[config.mk]
export PLATFORM = sky130hd
export DESIGN_NAME = pc_next_unit
export DESIGN_NICKNAME = d
export VERILOG_FILES = /design/src/rtl/pc_pkg.sv /design/src/rtl/pc_target_sel.sv /design/src/rtl/pc_next_unit.sv
export SDC_FILE = /design/constraint.sdc
export NUM_CORES = 1
export LEC_CHECK = 0
export BUFFER_PORTS_ARGS = -buffer_cell sky130_fd_sc_hd__buf_2
export CORE_MARGIN = 3
export CORE_UTILIZATION = 53
export DETAILED_ROUTE_END_ITERATION = 10
export PLACE_DENSITY = 0.82
export SYNTH_ARGS = -nofsm -noshare
export SYNTH_HDL_FRONTEND = slang
export SYNTH_SLANG_ARGS = --single-unit
[constraint.sdc]
create_clock -name clk -period 4.4 [get_ports clk]
set_input_delay 0.22 -clock clk [delete_from_list [all_inputs] [get_ports clk]]
set_output_delay 0.22 -clock clk [all_outputs]
set_load 0.02 [all_outputs]
[src/rtl/pc_pkg.sv]
// Shared types and constants for the program-counter stage.
package pc_pkg;

  localparam int unsigned PC_INC = 4;

  typedef enum logic [1:0] {
    BOOT   = 2'd0,
    RUN    = 2'd1,
    HALTED = 2'd2
  } pc_state_e;

  typedef enum logic [1:0] {
    SEL_SEQ  = 2'd0,
    SEL_BR   = 2'd1,
    SEL_JALR = 2'd2,
    SEL_TRAP = 2'd3
  } pc_sel_e;

endpackage

[src/rtl/pc_target_sel.sv]
// Branch/jump target adder, priority next-pc mux and misaligned-target check.
module pc_target_sel
  import pc_pkg::*;
#(
  parameter int unsigned      DBITS   = 32,
  parameter logic [DBITS-1:0] TRAP_PC = 'h20
) (
  input  logic [DBITS-1:0] i_pc_plus4,
  input  logic [DBITS-1:0] i_imm,
  input  logic [DBITS-1:0] i_alu_out,
  input  logic             i_is_branch,
  input  logic             i_is_jal,
  input  logic             i_is_jalr,
  input  logic             i_comp_true,
  output logic [DBITS-1:0] o_next_pc,
  output pc_sel_e          o_sel,
  output logic             o_taken,
  output logic             o_trap
);

  logic [DBITS-1:0] w_br_tgt;
  logic [DBITS-1:0] w_tgt;

  assign w_br_tgt = i_pc_plus4 + (i_imm << 2);

  // jalr outranks jal, which outranks a taken conditional branch
  always_comb begin
    o_taken = 1'b0;
    o_sel   = SEL_SEQ;
    w_tgt   = i_pc_plus4;
    if (i_is_jalr) begin
      o_taken = 1'b1;
      o_sel   = SEL_JALR;
      w_tgt   = i_alu_out;
    end else if (i_is_jal || (i_is_branch && i_comp_true)) begin
      o_taken = 1'b1;
      o_sel   = SEL_BR;
      w_tgt   = w_br_tgt;
    end
    o_trap = o_taken && (w_tgt[1:0] != 2'b00);
    if (o_trap) begin
      o_sel = SEL_TRAP;
    end
  end

  always_comb begin
    o_next_pc = i_pc_plus4;
    case (o_sel)
      SEL_SEQ:  o_next_pc = i_pc_plus4;
      SEL_BR:   o_next_pc = w_br_tgt;
      SEL_JALR: o_next_pc = i_alu_out;
      SEL_TRAP: o_next_pc = TRAP_PC;
      default:  o_next_pc = i_pc_plus4;
    endcase
  end

endmodule

[src/rtl/pc_next_unit.sv]
// PC stage: boot/run/halt FSM, pc register, redirect/trap flags and retired counter.
module pc_next_unit
  import pc_pkg::*;
#(
  parameter int unsigned      DBITS    = 32,
  parameter logic [DBITS-1:0] RESET_PC = 'h40,
  parameter logic [DBITS-1:0] TRAP_PC  = 'h20
) (
  input  logic             clk,
  input  logic             reset_n,
  input  logic             stall,
  input  logic             halt,
  input  logic             is_branch,
  input  logic             is_jal,
  input  logic             is_jalr,
  input  logic [DBITS-1:0] imm,
  input  logic             comp_true,
  input  logic [DBITS-1:0] alu_out,
  output logic [DBITS-1:0] pc,
  output logic [DBITS-1:0] pc_plus4,
  output logic             redirect,
  output logic             trap,
  output logic             running,
  output logic [DBITS-1:0] instret
);

  pc_state_e        r_state;
  pc_state_e        w_state_nxt;
  logic [DBITS-1:0] r_pc;
  logic [DBITS-1:0] w_pc_nxt;
  logic             r_redirect;
  logic             w_redirect_nxt;
  logic             r_trap;
  logic             w_trap_nxt;
  logic [DBITS-1:0] r_instret;
  logic [DBITS-1:0] w_instret_nxt;

  logic [DBITS-1:0] w_pc_plus4;
  logic [DBITS-1:0] w_sel_pc;
  pc_sel_e          w_sel;
  logic             w_taken;
  logic             w_trap;

  assign w_pc_plus4 = r_pc + DBITS'(PC_INC);

  pc_target_sel #(
    .DBITS   (DBITS),
    .TRAP_PC (TRAP_PC)
  ) u_target_sel (
    .i_pc_plus4  (w_pc_plus4),
    .i_imm       (imm),
    .i_alu_out   (alu_out),
    .i_is_branch (is_branch),
    .i_is_jal    (is_jal),
    .i_is_jalr   (is_jalr),
    .i_comp_true (comp_true),
    .o_next_pc   (w_sel_pc),
    .o_sel       (w_sel),
    .o_taken     (w_taken),
    .o_trap      (w_trap)
  );

  always_ff @(posedge clk or negedge reset_n) begin
    if (!reset_n) begin
      r_state    <= BOOT;
      r_pc       <= RESET_PC;
      r_redirect <= 1'b0;
      r_trap     <= 1'b0;
      r_instret  <= '0;
    end else begin
      r_state    <= w_state_nxt;
      r_pc       <= w_pc_nxt;
      r_redirect <= w_redirect_nxt;
      r_trap     <= w_trap_nxt;
      r_instret  <= w_instret_nxt;
    end
  end

  // Halt wins over any control flow presented with it: pc stays on the halt itself
  always_comb begin
    w_state_nxt    = r_state;
    w_pc_nxt       = r_pc;
    w_redirect_nxt = 1'b0;
    w_trap_nxt     = 1'b0;
    w_instret_nxt  = r_instret;
    case (r_state)
      BOOT: begin
        w_state_nxt = RUN;
      end
      RUN: begin
        if (!stall) begin
          w_instret_nxt = r_instret + DBITS'(1);
          if (halt) begin
            w_state_nxt = HALTED;
          end else begin
            w_pc_nxt       = w_sel_pc;
            w_redirect_nxt = w_taken;
            w_trap_nxt     = w_trap && (w_sel == SEL_TRAP);
          end
        end
      end
      HALTED: begin
        w_state_nxt = HALTED;
      end
      default: begin
        w_state_nxt = BOOT;
      end
    endcase
  end

  assign pc       = r_pc;
  assign pc_plus4 = w_pc_plus4;
  assign redirect = r_redirect;
  assign trap     = r_trap;
  assign running  = (r_state == RUN);
  assign instret  = r_instret;

endmodule

==> After elaboration in Yosys (flattened, before gate mapping) <==
Index checks and enable logic that the tools add are counted.
{ "word_totals": {"register_bits": 68, "input_bits": 72, "elab_cells": 44} }
{ "classes": {"n_addsub": 3, "eq_ne": 7, "muxes": 17, "n_bitwise": 2, "n_reduce_logical": 10} }
{ "op_table": {"columns": ["cell", "count"], "rows": [
  ["one-hot mux 32 bit (4 select lines)", 1],
  ["adder 32 x 1 -> 32 bit (second input constant)", 1],
  ["adder 32 x 3 -> 32 bit (second input constant)", 1],
  ["adder 32 bit", 1],
  ["2-to-1 mux 2 bit", 6],
  ["2-to-1 mux 1 bit", 9],
  ["== test 2 bit (second input constant)", 3],
  ["one-hot mux 2 bit (3 select lines)", 1],
  ["== test 2 x 1 -> 1 bit (second input constant)", 2],
  ["logical NOT 2 bit", 2],
  ["!= test 2 bit (second input constant)", 2],
  ["AND reduction 2 bit", 2],
  ["logical AND 1 bit", 3],
  ["AND reduction 3 bit", 1],
  ["inverter 1 bit", 2],
  ["nonzero test 2 bit", 1],
  ["logical OR 1 bit", 1]
]} }

==> Longest topological paths before layout <==
{ "logic_depth": {"word_depth": 12, "ltp_mapped": 16, "mapped_depth_nobuf": 15} }

==> Cells and area by module <==
Synthesis repeated with hierarchy kept, for this count alone.
{ "hier_totals": {"cells_unflattened": 627, "hier_area_um2": 5664.2} }
{ "by_module_without_submodules": {"columns": ["module", "instances", "cells_per_inst", "area_each_um2"], "rows": [
  ["pc_next_unit", 1, 311, 3448.3],
  ["pc_target_sel", 1, 316, 2215.9]
]} }

==> Least setup slack after synthesis <==
Ideal clock, no wire load.
{ "synth_timing": {"kind": "register to register", "startpoint": "reg r_pc[6], in the netlist pc[6]", "endpoint": "reg r_pc[31], in the netlist pc[31]", "setup_ns": 0.133, "arrival_ns": 3.462, "setup_slack_ns": 0.805, "path_stages_with_launch": 16, "path_buffers": 0, "synth_period_minus_slack_ns": 3.595, "cell_sequence": "dfstp_2 -> nand3_2 -> nor4_4 -> and2_1 -> nand3_1 -> xnor2_1 -> ha_1 -> nand2_1 -> o21a_1 -> o21ai_0 -> a31o_2 -> a31oi_1 -> o21a_1 -> o21ai_1 -> o221ai_1 -> a31oi_1"} }
{ "synth_via": {"elab_chain_cells": 3} }
{ "synth_lines": {"columns": ["item", "line", "rtl"], "rows": [
  ["from (decl)", "pc_next_unit.sv:29", "logic [DBITS-1:0] r_pc;"],
  ["from (signal assigned)", "pc_next_unit.sv:72", "r_pc <= w_pc_nxt;"],
  ["adder 32 x 3 -> 32 bit", "pc_next_unit.sv:44", "assign w_pc_plus4 = r_pc + DBITS'(PC_INC);"],
  ["via pc_plus4[17]", "pc_next_unit.sv:20", "output logic [DBITS-1:0] pc_plus4,"],
  ["adder 32 bit", "pc_target_sel.sv:24", "assign w_br_tgt = i_pc_plus4 + (i_imm << 2);"],
  ["one-hot mux 32 bit (4 select lines)", "pc_target_sel.sv:48", "case (o_sel)"]
]} }
The timed path passes the listed nets, and every way through them passes these cells.
A chain may end at the register's enable or synchronous reset.

==> Final worst setup path <==
{ "layout_timing": {"startpoint": "reg r_pc[2], in the netlist pc[2]", "endpoint": "reg r_pc[31], in the netlist pc[31]"} }
{ "layout_via": {"elab_chain_cells": 3} }
{ "layout_lines": {"columns": ["item", "line"], "rows": [
  ["adder 32 x 3 -> 32 bit *", "pc_next_unit.sv:44"],
  ["adder 32 bit", "pc_target_sel.sv:24"],
  ["one-hot mux 32 bit (4 select lines) *", "pc_target_sel.sv:48"]
]} }
Mark *: on every way between the ends. The rest lies on a longest branch, timed or not.

==> metrics.txt <==
status finished, final reports clean; die height 108 um; Sequential Area about 0.0017 mm^2; htree depth 3; largest net degree at the start of global routing 69; Fillers a little over 800; Antenna Cells 0; Setup crit start kind flip-flop; Crit path max-delay family compound AO/OA/AOI/OAI gates; Crit path buffers/inverters 0; Hold WS 0.0689 ns; Seq/Total Area, Yosys 0.308; Routed Antenna Nets 0; PortBufs about 170; Post-Route Setup TNS 0 ns; synth warn 0; ratio of total power to cell area 649 mW/mm^2; Final HPWL DP about 13000 um; final setup vio count 0; CP Cell Sequence nand2_1 > nor4_4 > and2_1 > nand3_1 > xnor2_1 > ha_1 > nand2_1 > o21a_1 > o21ai_0 > a31o_2 > a31oi_1 > o21a_1 > o21ai_1 > o221ai_1 > a31oi_1; GP Congestion 0.984; Total Nets Final 904; fmax 0.253 GHz; clock net sink count 68; slowest stage delay, CP around 0.5 ns; gr ovfl total 0; Hold WC Path Type primary input to asynchronous set/reset pin; R2R cell count 15; Core ar. ~0.01 mm^2; drt initial violations 543; Hold Violations, Final 0; vias in the first global route between 5000 and 6000; Synth Area per Inst ~9 um^2; clk_lat worst skew around 0.34 ns; Main synth FF type dfrtp_1; Pins Over Slew Limit 0; EDFF count, synth 0; DR DRC count 0; Max Cap Viol 0; worst r2r dst pc[31]; WL final approximately 17000 um; CP max FO 8; multi-input logic area 0.00363 mm^2; num rows 36; Overall Power about 4.3 mW; gr usage total 0.289; Ports ~170; Sequential Power Share 0.247; Initial Utilization 0.556; via/cell ratio between 6 and 7; Area Growth Syn to Fin 20.6%; Clk pwr share 0.137; average wire per standard cell between 15 and 20 um; Critical Path AT around 4.2 ns; CTS tree built; Tcrit/Tclk final 0.897; Int Power 2.15 mW; Comb power frac 0.616; Max VDD drop approximately 0.37 mV; share of post-route cells with drive strength above 1 0.280; die width between 100 and 150 um; # hold bufs at CTS 0; Die Footprint roughly 0.012 mm^2; Slew headroom 0.233; CP required 4.62 ns; antenna violations before repair 0; Synth cell types 75; Setup Crit Path Kind flip-flop to flip-flop; Final Critical Period between 3 and 4 ns; DP Area about 0.0064 mm^2; Clock Skew 0.0128 ns; synthesized flop and latch total ~70; Sw Ratio 0.504; Synth Net Count roughly 740; Leakage between 3 and 4 nW; stages on the worst setup path 15; DR pass1 iterations 9; maximum root-to-sink buffer count 2; FF-to-FF setup slack 0.45 ns; Psw between 2 and 2.5 mW; Async SR Flop Fraction 1.00; Slew @ Worst Pin between 1 and 1.5 ns; Finished Cell Area 0.00667 mm^2; first-pass GRT wire length between 20000 and 30000 um; PostCTS Resize Cnt 0; slowest cell on the critical path dfrtp_1; reg2reg start pc[2]; RSZ-0062 raised after global routing no; Critical Path Sink Type flip-flop; via count 5608; Synth Instances approximately 630; CTS Buf Count 9; synthesized cell area approximately 0.0055 mm^2; Root Buffer clkbuf_8; setup bufs post-CTS 0; clk slew on worst S/H paths 0.08 ns
## metal layers
| metal | vias to the layer above | wire [um] | global-route usage |
|---|---|---|---|
| met5 | - | 0 | 0 |
| met4 | 0 | 310 | 0.100 |
| met3 | 33 | 1520 | 0.0543 |
| met2 | 293 | 7960 | 0.470 |
| met1 | 2661 | 7040 | 0.387 |
| li1 | 2621 | - | - |
## cell usage in the layout, fill, tap and decap left out, types with 3 or more instances in the layout
| master | netlist | routed |
|---|---|---|
| and2_1 | 9 | 9 |
| o211ai_1 | 3 | 3 |
| a21oi_2 | 3 | 3 |
| nand2b_1 | 3 | 3 |
| a211oi_2 | 3 | 3 |
| buf_4 | 6 | 5 |
| xnor2_1 | 55 | 55 |
| a222oi_1 | 5 | 5 |
| and3_1 | 12 | 12 |
| inv_1 | 19 | 19 |
| nand2_1 | 73 | 73 |
| buf_2 | 1 | 168 |
| o21a_1 | 6 | 6 |
| nor2b_1 | 5 | 5 |
| a21oi_1 | 41 | 41 |
| and4_1 | 7 | 7 |
| dfrtp_1 | 67 | 67 |
| nand3_1 | 32 | 32 |
| o22ai_1 | 11 | 11 |
| a31oi_1 | 5 | 5 |
| a21o_1 | 7 | 7 |
| xor2_1 | 30 | 30 |
| nand4_1 | 14 | 14 |
| nor2_1 | 45 | 45 |
| clkbuf_8 | 0 | 10 |
| a221oi_1 | 13 | 13 |
| o21ai_0 | 38 | 38 |
| nor3_1 | 6 | 6 |
| ha_1 | 39 | 39 |
## layout make-up
type                    count  share of cell area
clock buffers              10              0.0206
clock inverters             6              0.0131
inverters                  19              0.0107
multi-input cells         521               0.544
flip-flops and latches     68               0.255
well taps                 133              0.0249
repair buffers            173               0.132
## through the flow
stage	std cells	util	setup slack [ns]
after floorplan	631	-	0.805
after global placement	914	0.648	0.660
after detailed placement	914	0.648	0.535
after CTS	930	0.670	0.523
after global routing	930	0.670	0.218
final	930	0.670	0.454
## Yosys cell counts, types with 7 or more instances
master,count,share of area
and2_1,9,0.010
xor2_1,30,0.048
dfrtp_1,67,0.30
nand3_1,32,0.029
a21o_1,7,0.0095
nand4_1,14,0.016
o22ai_1,11,0.012
nor2_1,45,0.031
and4_1,7,0.011
a21oi_1,41,0.037
inv_1,19,0.013
a221oi_1,13,0.021
nand2_1,73,0.050
o21ai_0,38,0.034
and3_1,12,0.014
ha_1,39,0.088
xnor2_1,55,0.087
clkbuf_1,12,0.0081
## worst max-delay path by stage
stage / from / end / slack [ns]
after floorplan: pc[6] / pc[31] / 0.80
after global placement: pc[6] / pc[31] / 0.66
after detailed placement: pc[6] / pc[31] / 0.54
after CTS: pc[2] / pc[31] / 0.52
after global routing: pc[2] / pc[31] / 0.22
final: pc[2] / pc[31] / 0.45
## state kept, by name, summed over array words and instances (netlist names)
signal	count
pc	32
instret	32
r_state	2
trap	1
redirect	1
## cell families (layout without fill, tap and decap cells)
| group | after synthesis | in the layout | synth area share |
|---|---|---|---|
| fa+ha+maj | 40 | 40 | 0.0918 |
| buf+inv | 42 | 208 | 0.0394 |
| xor+xnor | 86 | 86 | 0.138 |
| mux | 2 | 2 | 0.00407 |
| flops | 68 | 68 | 0.308 |
| simple gates | 228 | 228 | 0.215 |
| compound gates | 165 | 165 | 0.204 |
## power groups by stage
| stage | registers (mW) | clock network [mW] | logic (mW) |
|---|---|---|---|
| 5_1_grt | 1.10 | 0.617 | 2.92 |
| 4_1_cts | 1.06 | 0.590 | 2.65 |
| 6_report | 1.07 | 0.592 | 2.67 |
| 3_5_place_dp | 1.07 | 0 | 2.63 |
| 3_3_place_gp | 1.06 | 0 | 2.59 |
| 2_1_floorplan | 1.21 | 0 | 1.76 |
(Power assumes the default switching activity.)
